### src/rtl/bit_population_counter_pipe.sv
// Masked set/clear bit counter with a registered chunk-then-adder-tree pipeline.
// Latency: LAT = 1 + log2(WIDTH/CHUNK) cycles from acceptance edge to data_o; one beat per clock.
// Backpressure: single global enable; a stalled output freezes every stage, data_ready_o = !data_val_o || data_ready_i.
module bit_population_counter_pipe #(
    parameter int WIDTH = 16,
    parameter int CHUNK = 4
) (
    input  logic                       clk_i,
    input  logic                       arst_n_i,
    input  logic [WIDTH-1:0]           data_i,
    input  logic [WIDTH-1:0]           mask_i,
    input  logic                       mode_i,
    input  logic                       data_val_i,
    output logic                       data_ready_o,
    output logic [$clog2(WIDTH):0]     data_o,
    output logic                       data_val_o,
    input  logic                       data_ready_i
);

    localparam int LAT  = 1 + $clog2(WIDTH / CHUNK);
    localparam int OW   = $clog2(WIDTH) + 1;
    localparam int NCH  = WIDTH / CHUNK;
    localparam int LVLS = LAT - 1;
    localparam int CW0  = $clog2(CHUNK) + 1;

    logic             en;
    logic             out_vld;
    logic [WIDTH-1:0] bits;

    // XOR with mode turns "count zeros" into "count ones" before masking
    assign bits         = mask_i & (data_i ^ {WIDTH{mode_i}});
    assign en           = !out_vld || data_ready_i;
    assign data_ready_o = en;

    genvar l;
    generate
        for (l = 0; l <= LVLS; l++) begin : g_lvl
            localparam int NE = NCH >> l;
            localparam int CW = CW0 + l;

            logic [CW-1:0] cnt_q [NE];
            logic          vld_q;

            if (l == 0) begin : g_leaf
                logic [CW-1:0] sum [NE];

                always_comb begin
                    for (int c = 0; c < NE; c++) begin
                        sum[c] = '0;
                        for (int k = 0; k < CHUNK; k++) begin
                            sum[c] = sum[c] + CW'(bits[c*CHUNK + k]);
                        end
                    end
                end

                always_ff @(posedge clk_i or negedge arst_n_i) begin
                    if (!arst_n_i) begin
                        vld_q <= 1'b0;
                        for (int c = 0; c < NE; c++) cnt_q[c] <= '0;
                    end else if (en) begin
                        vld_q <= data_val_i;
                        if (data_val_i) begin
                            for (int c = 0; c < NE; c++) cnt_q[c] <= sum[c];
                        end
                    end
                end
            end else begin : g_node
                // Counts only load behind a valid beat, so data_o keeps its last value across bubbles
                always_ff @(posedge clk_i or negedge arst_n_i) begin
                    if (!arst_n_i) begin
                        vld_q <= 1'b0;
                        for (int i = 0; i < NE; i++) cnt_q[i] <= '0;
                    end else if (en) begin
                        vld_q <= g_lvl[l-1].vld_q;
                        if (g_lvl[l-1].vld_q) begin
                            for (int i = 0; i < NE; i++) begin
                                cnt_q[i] <= {1'b0, g_lvl[l-1].cnt_q[2*i]}
                                          + {1'b0, g_lvl[l-1].cnt_q[2*i+1]};
                            end
                        end
                    end
                end
            end
        end
    endgenerate

    assign out_vld    = g_lvl[LVLS].vld_q;
    assign data_val_o = out_vld;
    assign data_o     = OW'(g_lvl[LVLS].cnt_q[0]);

endmodule
### config.mk
export PLATFORM = sky130hd
export DESIGN_NAME = bit_population_counter_pipe
export DESIGN_NICKNAME = d
export VERILOG_FILES = /design/src/rtl/bit_population_counter_pipe.sv
export SDC_FILE = /design/constraint.sdc
export NUM_CORES = 1
export LEC_CHECK = 0
export CELL_PAD_IN_SITES_DETAIL_PLACEMENT = 1
export CELL_PAD_IN_SITES_GLOBAL_PLACEMENT = 2
export CORE_MARGIN = 5
export CORE_UTILIZATION = 25
export DETAILED_ROUTE_END_ITERATION = 10
export HOLD_SLACK_MARGIN = 0.02
export PLACE_DENSITY = 0.75
export SLEW_MARGIN = 20
export SYNTH_ARGS = -nofsm -noshare
export SYNTH_HDL_FRONTEND = slang
export SYNTH_SLANG_ARGS = --single-unit
### constraint.sdc
create_clock -name clk_i -period 3.22 [get_ports clk_i]
set_clock_uncertainty 0.05 [all_clocks]
set_input_delay 0.644 -clock clk_i [delete_from_list [all_inputs] [get_ports clk_i]]
set_output_delay 0.644 -clock clk_i [all_outputs]
set_load 0.005 [all_outputs]
-- After elaboration in Yosys (flattened, before gate mapping)
Index checks and enable logic that the tools add are counted.
- output and inout port bits: 7
- word-level logic and storage cells: 32
- flip-flop bits (word level): 28
- input bits: 37
- reduce and logical (&&, ||, !) cells: 5
- $add $sub $neg: 15
- bitwise operators: 2
- operators with widths (kind ; number):
    AND 16 bit ; 1
    bitwise XOR 16 bit ; 1
    adder 2 x 1 -> 3 bit ; 4
    adder 3 x 1 -> 3 bit ; 4
    adder 1 x 1 -> 2 bit ; 4
    adder 3 x 3 -> 4 bit ; 2
    AND reduction 2 bit ; 3
    adder 4 x 4 -> 5 bit ; 1
    zero test 1 bit ; 1
    logical OR 1 bit ; 1

-- Depth between registers and ports, before layout
- depth in word-level cells: 5
- mapped depth: 9

-- Least setup slack after synthesis
Ideal clock, no wire load.
- path type: input to register
- start point: input port mode_i
- end point: register g_lvl[0].cnt_q[4] (netlist name)
- cell stages on the path: 9
- library setup time: 0.125 ns
- arrival: 2.465 ns
- setup slack: 0.580 ns
- buffers on the path: 2
- cells stage by stage: buf_4 > buf_4 > xor2_1 > nand2_1 > fa_1 > inv_1 > ha_1 > ha_1 > mux2_4
- RTL lines (item ; line ; text):
    start: declaration ; 12 ; input logic mode_i,
    end: declaration ; 41 ; logic [CW-1:0] cnt_q [NE];

==> results list <==
- The flow ran to the end, and the final reports show no timing, DRC or antenna violations.
- GRT Overall Usage: 0.0837
- Synthesis handed over a netlist of 161 instances.
- In this run the mean area of a mapped cell was between 10 and 15 sq um.
* Max-Slew Margin vs Limit: 0.763
* Number of nets in the final layout: 269
- Final count of pins violating max slew: 0
- Vias after detailed routing: between 1000 and 1500
- When the netlist entered floorplanning its net count stood at 223.
* Clock slew seen by the registers of the worst setup and hold paths: around 0.090 ns
- For this run, design rule violations remaining after detail routing come to 0.
- Period Utilization, post-route: 0.852
* Number of library cell types mapped by synthesis: 26
- The first TritonRoute pass finished after 4 iterations.
- At the pin with the least slew margin, the transition time is between 0.3 and 0.4 ns.
* Type of the worst min-delay path: flop to flop
- Counting the buffers created by CTS gives 3.
* Cell class contributing the biggest share of worst-path delay: adder cells
- For this design the top-level I/O count stands at 44.
* Setup-failing EPs final: 0
* Initial antenna violation count: 0
- Routed WL per cell: 11.4 um
- Of the total synthesized cell area, the portion taken by XOR and XNOR cells is 0.0903.
* Critical path required time: roughly 3.3 ns
- Largest stage delay on the critical path: 0.53 ns
- Clock Tree Buf Depth: 2
- Port bufs: 43
- Cell with the largest stage delay on the worst path: fa_1
- Residual overflow from global routing: 0
- Across the VDD grid, the largest voltage drop is ~140 uV.
- The die covers a little over 9000 sq um.
- Setup repair after global routing left no endpoint under its margin.
- Chip width: approximately 96 um
- Buffers inserted to repair hold after CTS numbered 0.
* Power per Cell Area: 555 nW/um^2
- Once the clock tree was built, the resizer swapped 0 gates to a different size.
* Leakage power figure: 1.15 nW
* Buf+Inv Stages, Crit Path: 3
- Critical path, cell by cell: clkdlybuf4s50_1, buf_12, xor2_1, nand2_1, fa_1, inv_1, ha_1, ha_1, mux2_4
- After floorplanning, the core was sized to cover between 7000 and 8000 sq um.
* Library cell with the largest summed area after synthesis: dfrtp_1
- Using the TritonRoute via totals, the vias-per-cell ratio works out to 4.07.
- Data arrival, critical path: around 2.9 ns
- Fraction of synthesized area in multiplexers: 0.110
- The most used flip-flop cell after synthesis is dfrtp_1.
- For the final routed database, the setup TNS stands at 0 ns.
- The initial utilization of the core area, before any placement, comes to 0.255.
- Antenna diode instance count: 0
- Of all flip-flops after synthesis, the portion carrying an async set or reset was 1.00.
* #FFs+latches synth: 28
- After synthesis, the most frequently instantiated cells are dfrtp_1 (28), o21ai_0 (19), ha_1 (18), xor2_1 (18), inv_1 (14).
- Of the total synthesized cell area, the portion taken by full adders, half adders and majority gates is 0.198.
- Entering global routing, the biggest net connects 29 pins.
- The clock reaches the later pin of the worst-skew pair after between 0.2 and 0.3 ns.
* CTS H-tree depth: 1
- Count of endpoints failing hold in the final timing report: 0
- Number of enable flip-flop cells after synthesis: 0
- Detailed placement finished with a half-perimeter wire length of around 2.9 mm.
- The setup path with the least slack is of type input pin to flop.
* Maximum clock rate: approximately 360 MHz
- On the final layout, the worst hold slack is roughly 0.46 ns.
* Category of the worst setup path launch point: input pin
- RePlAce Congestion: between 0.6 and 0.7
- In the post-synthesis netlist, the biggest area contributors are dfrtp_1 (38%), ha_1 (12%), xor2_1 (8.6%).
- Clock period minus final worst setup slack: about 2.7 ns
* Number of global-route vias before repair: between 1000 and 1500
* Total number of placement rows: 31
* Share of the yosys chip area belonging to registers: 0.380
* Count leader, synth: dfrtp_1
- The first global-routing pass estimated 6.04 mm of wire.
* Die Span Y: between 90 and 100 um
- MaxCap Viol Count: 0
- Total detailed-routing wirelength: 3.48 mm
* Basic-gate share of the synthesized area counting and, or, nand and nor cells: 0.0815
- Clock sink total: 28
- Main combinational cell family by area after synthesis: adder cells
- Of the post-synthesis cell area, the dominant cell type holds 0.380.
- During synthesis, Yosys emitted a total of 0 warnings.
- Of all nets on the critical path, the largest fanout is 16.
- Post-synthesis compound-gate area fraction: 0.0815
- The number of setup buffers added after CTS is 0.
* P&R area growth vs syn: 31.3%
- In the final layout, the share of cells above drive strength 1 is 0.117.
* Post-synth design cell area: ~1800 sq um
* Drt initial violations: 27
- TritonCTS built the clock tree.
- The most numerous cell type found on the critical path is ha_1.
- Antenna-violating nets left: 0
- In this run the clock root is driven by a clkbuf_8.
* Type of destination of the critical path: flop
worst paths after layout:
check,startpoint,endpoint,slack (ns),cells past startpoint
setup / recovery,mode_i,g_lvl[0].cnt_q[7]$_DFFE_PN0P_,0.48,9
hold / removal,data_o[0]$_DFFE_PN0P_,data_o[0]$_DFFE_PN0P_,0.46,1
setup reg to reg,data_val_o$_DFFE_PN0N_,g_lvl[0].cnt_q[2]$_DFFE_PN0P_,1.70,4
hold reg to reg,data_o[0]$_DFFE_PN0P_,data_o[0]$_DFFE_PN0P_,0.46,1
max in group asynchronous,arst_n_i,g_lvl[0].cnt_q[8]$_DFFE_PN0P_,2.16,2
min in group asynchronous,arst_n_i,data_o[3]$_DFFE_PN0P_,0.69,2
state kept, by name (all words and copies together), names as in the netlist:
| register | flops |
|---|---|
| g_lvl.vld_q | 2 |
| data_o | 5 |
| data_val_o | 1 |
| g_lvl.cnt_q | 20 |
worst register-to-register path: cells and delay by family, from the launching register on:
kind	cells	cell delay (ns)
and+or+nand+nor	2	0.56
DFF	1	0.35
muxes	1	0.37
buffers and inverters	1	0.09
per-layer routing:
metal  vias to the layer above  GRT usage  share of wire
met5                         -          0              0
met4                         0     0.0320          0.015
met3                         4     0.0250          0.086
met2                        43      0.132           0.44
met1                       570      0.108           0.46
li1                        620          -              -
placed cells by master, fill, tap and decap left out, drive strengths merged:
master / n
xor2: 18
nand3: 2
nor2b: 2
nor2: 1
inv: 15
buf: 2
o31ai: 1
and2: 7
a21oi: 5
xnor2: 1
mux2: 15
dfrtp: 28
a21boi: 1
nand2: 13
and3b: 1
clkdlybuf4s50: 43
nor3: 1
clkbuf: 3
o21ai: 19
ha: 18
fa: 7
a21o: 2
layout make-up:
type                       instances  area, sq um
sequential                        28          701
fill                             834         4790
tap                               99          124
timing repair buffer              45          458
clock buffer                       3         41.3
multi-input combinational        114         1030
inverter                          15         61.3
kinds of logic after synthesis:
logic type               Yosys count
AND/OR/NAND/NOR                   27
flip-flops                        28
adder cells (fa/ha/maj)           25
AO/OA/AOI/OAI                     28
multiplexers                      15
XOR/XNOR                          19
buffers and inverters             19
report_power, final:
| group | internal, mW | switching, mW | total, mW |
|---|---|---|---|
| sequential | 0.472 | 0.0749 | 0.547 |
| combinational | 0.344 | 0.264 | 0.608 |
| clock | 0.0840 | 0.105 | 0.189 |
| total | 0.900 | 0.444 | 1.34 |
stage by stage:
step / utilization / setup WS [ns] / total power, mW / area, sq um / cells
after floorplan: - / 0.580 / 0.945 / 1840 / 161
after global placement: 0.330 / 0.214 / 1.16 / 2380 / 301
after detailed placement: 0.330 / 0.170 / 1.18 / 2380 / 301
after CTS: 0.335 / 0.465 / 1.38 / 2420 / 304
after global routing: 0.335 / 0.327 / 1.48 / 2420 / 304
final: 0.335 / 0.477 / 1.34 / 2420 / 304
(Power assumes the default switching activity.)
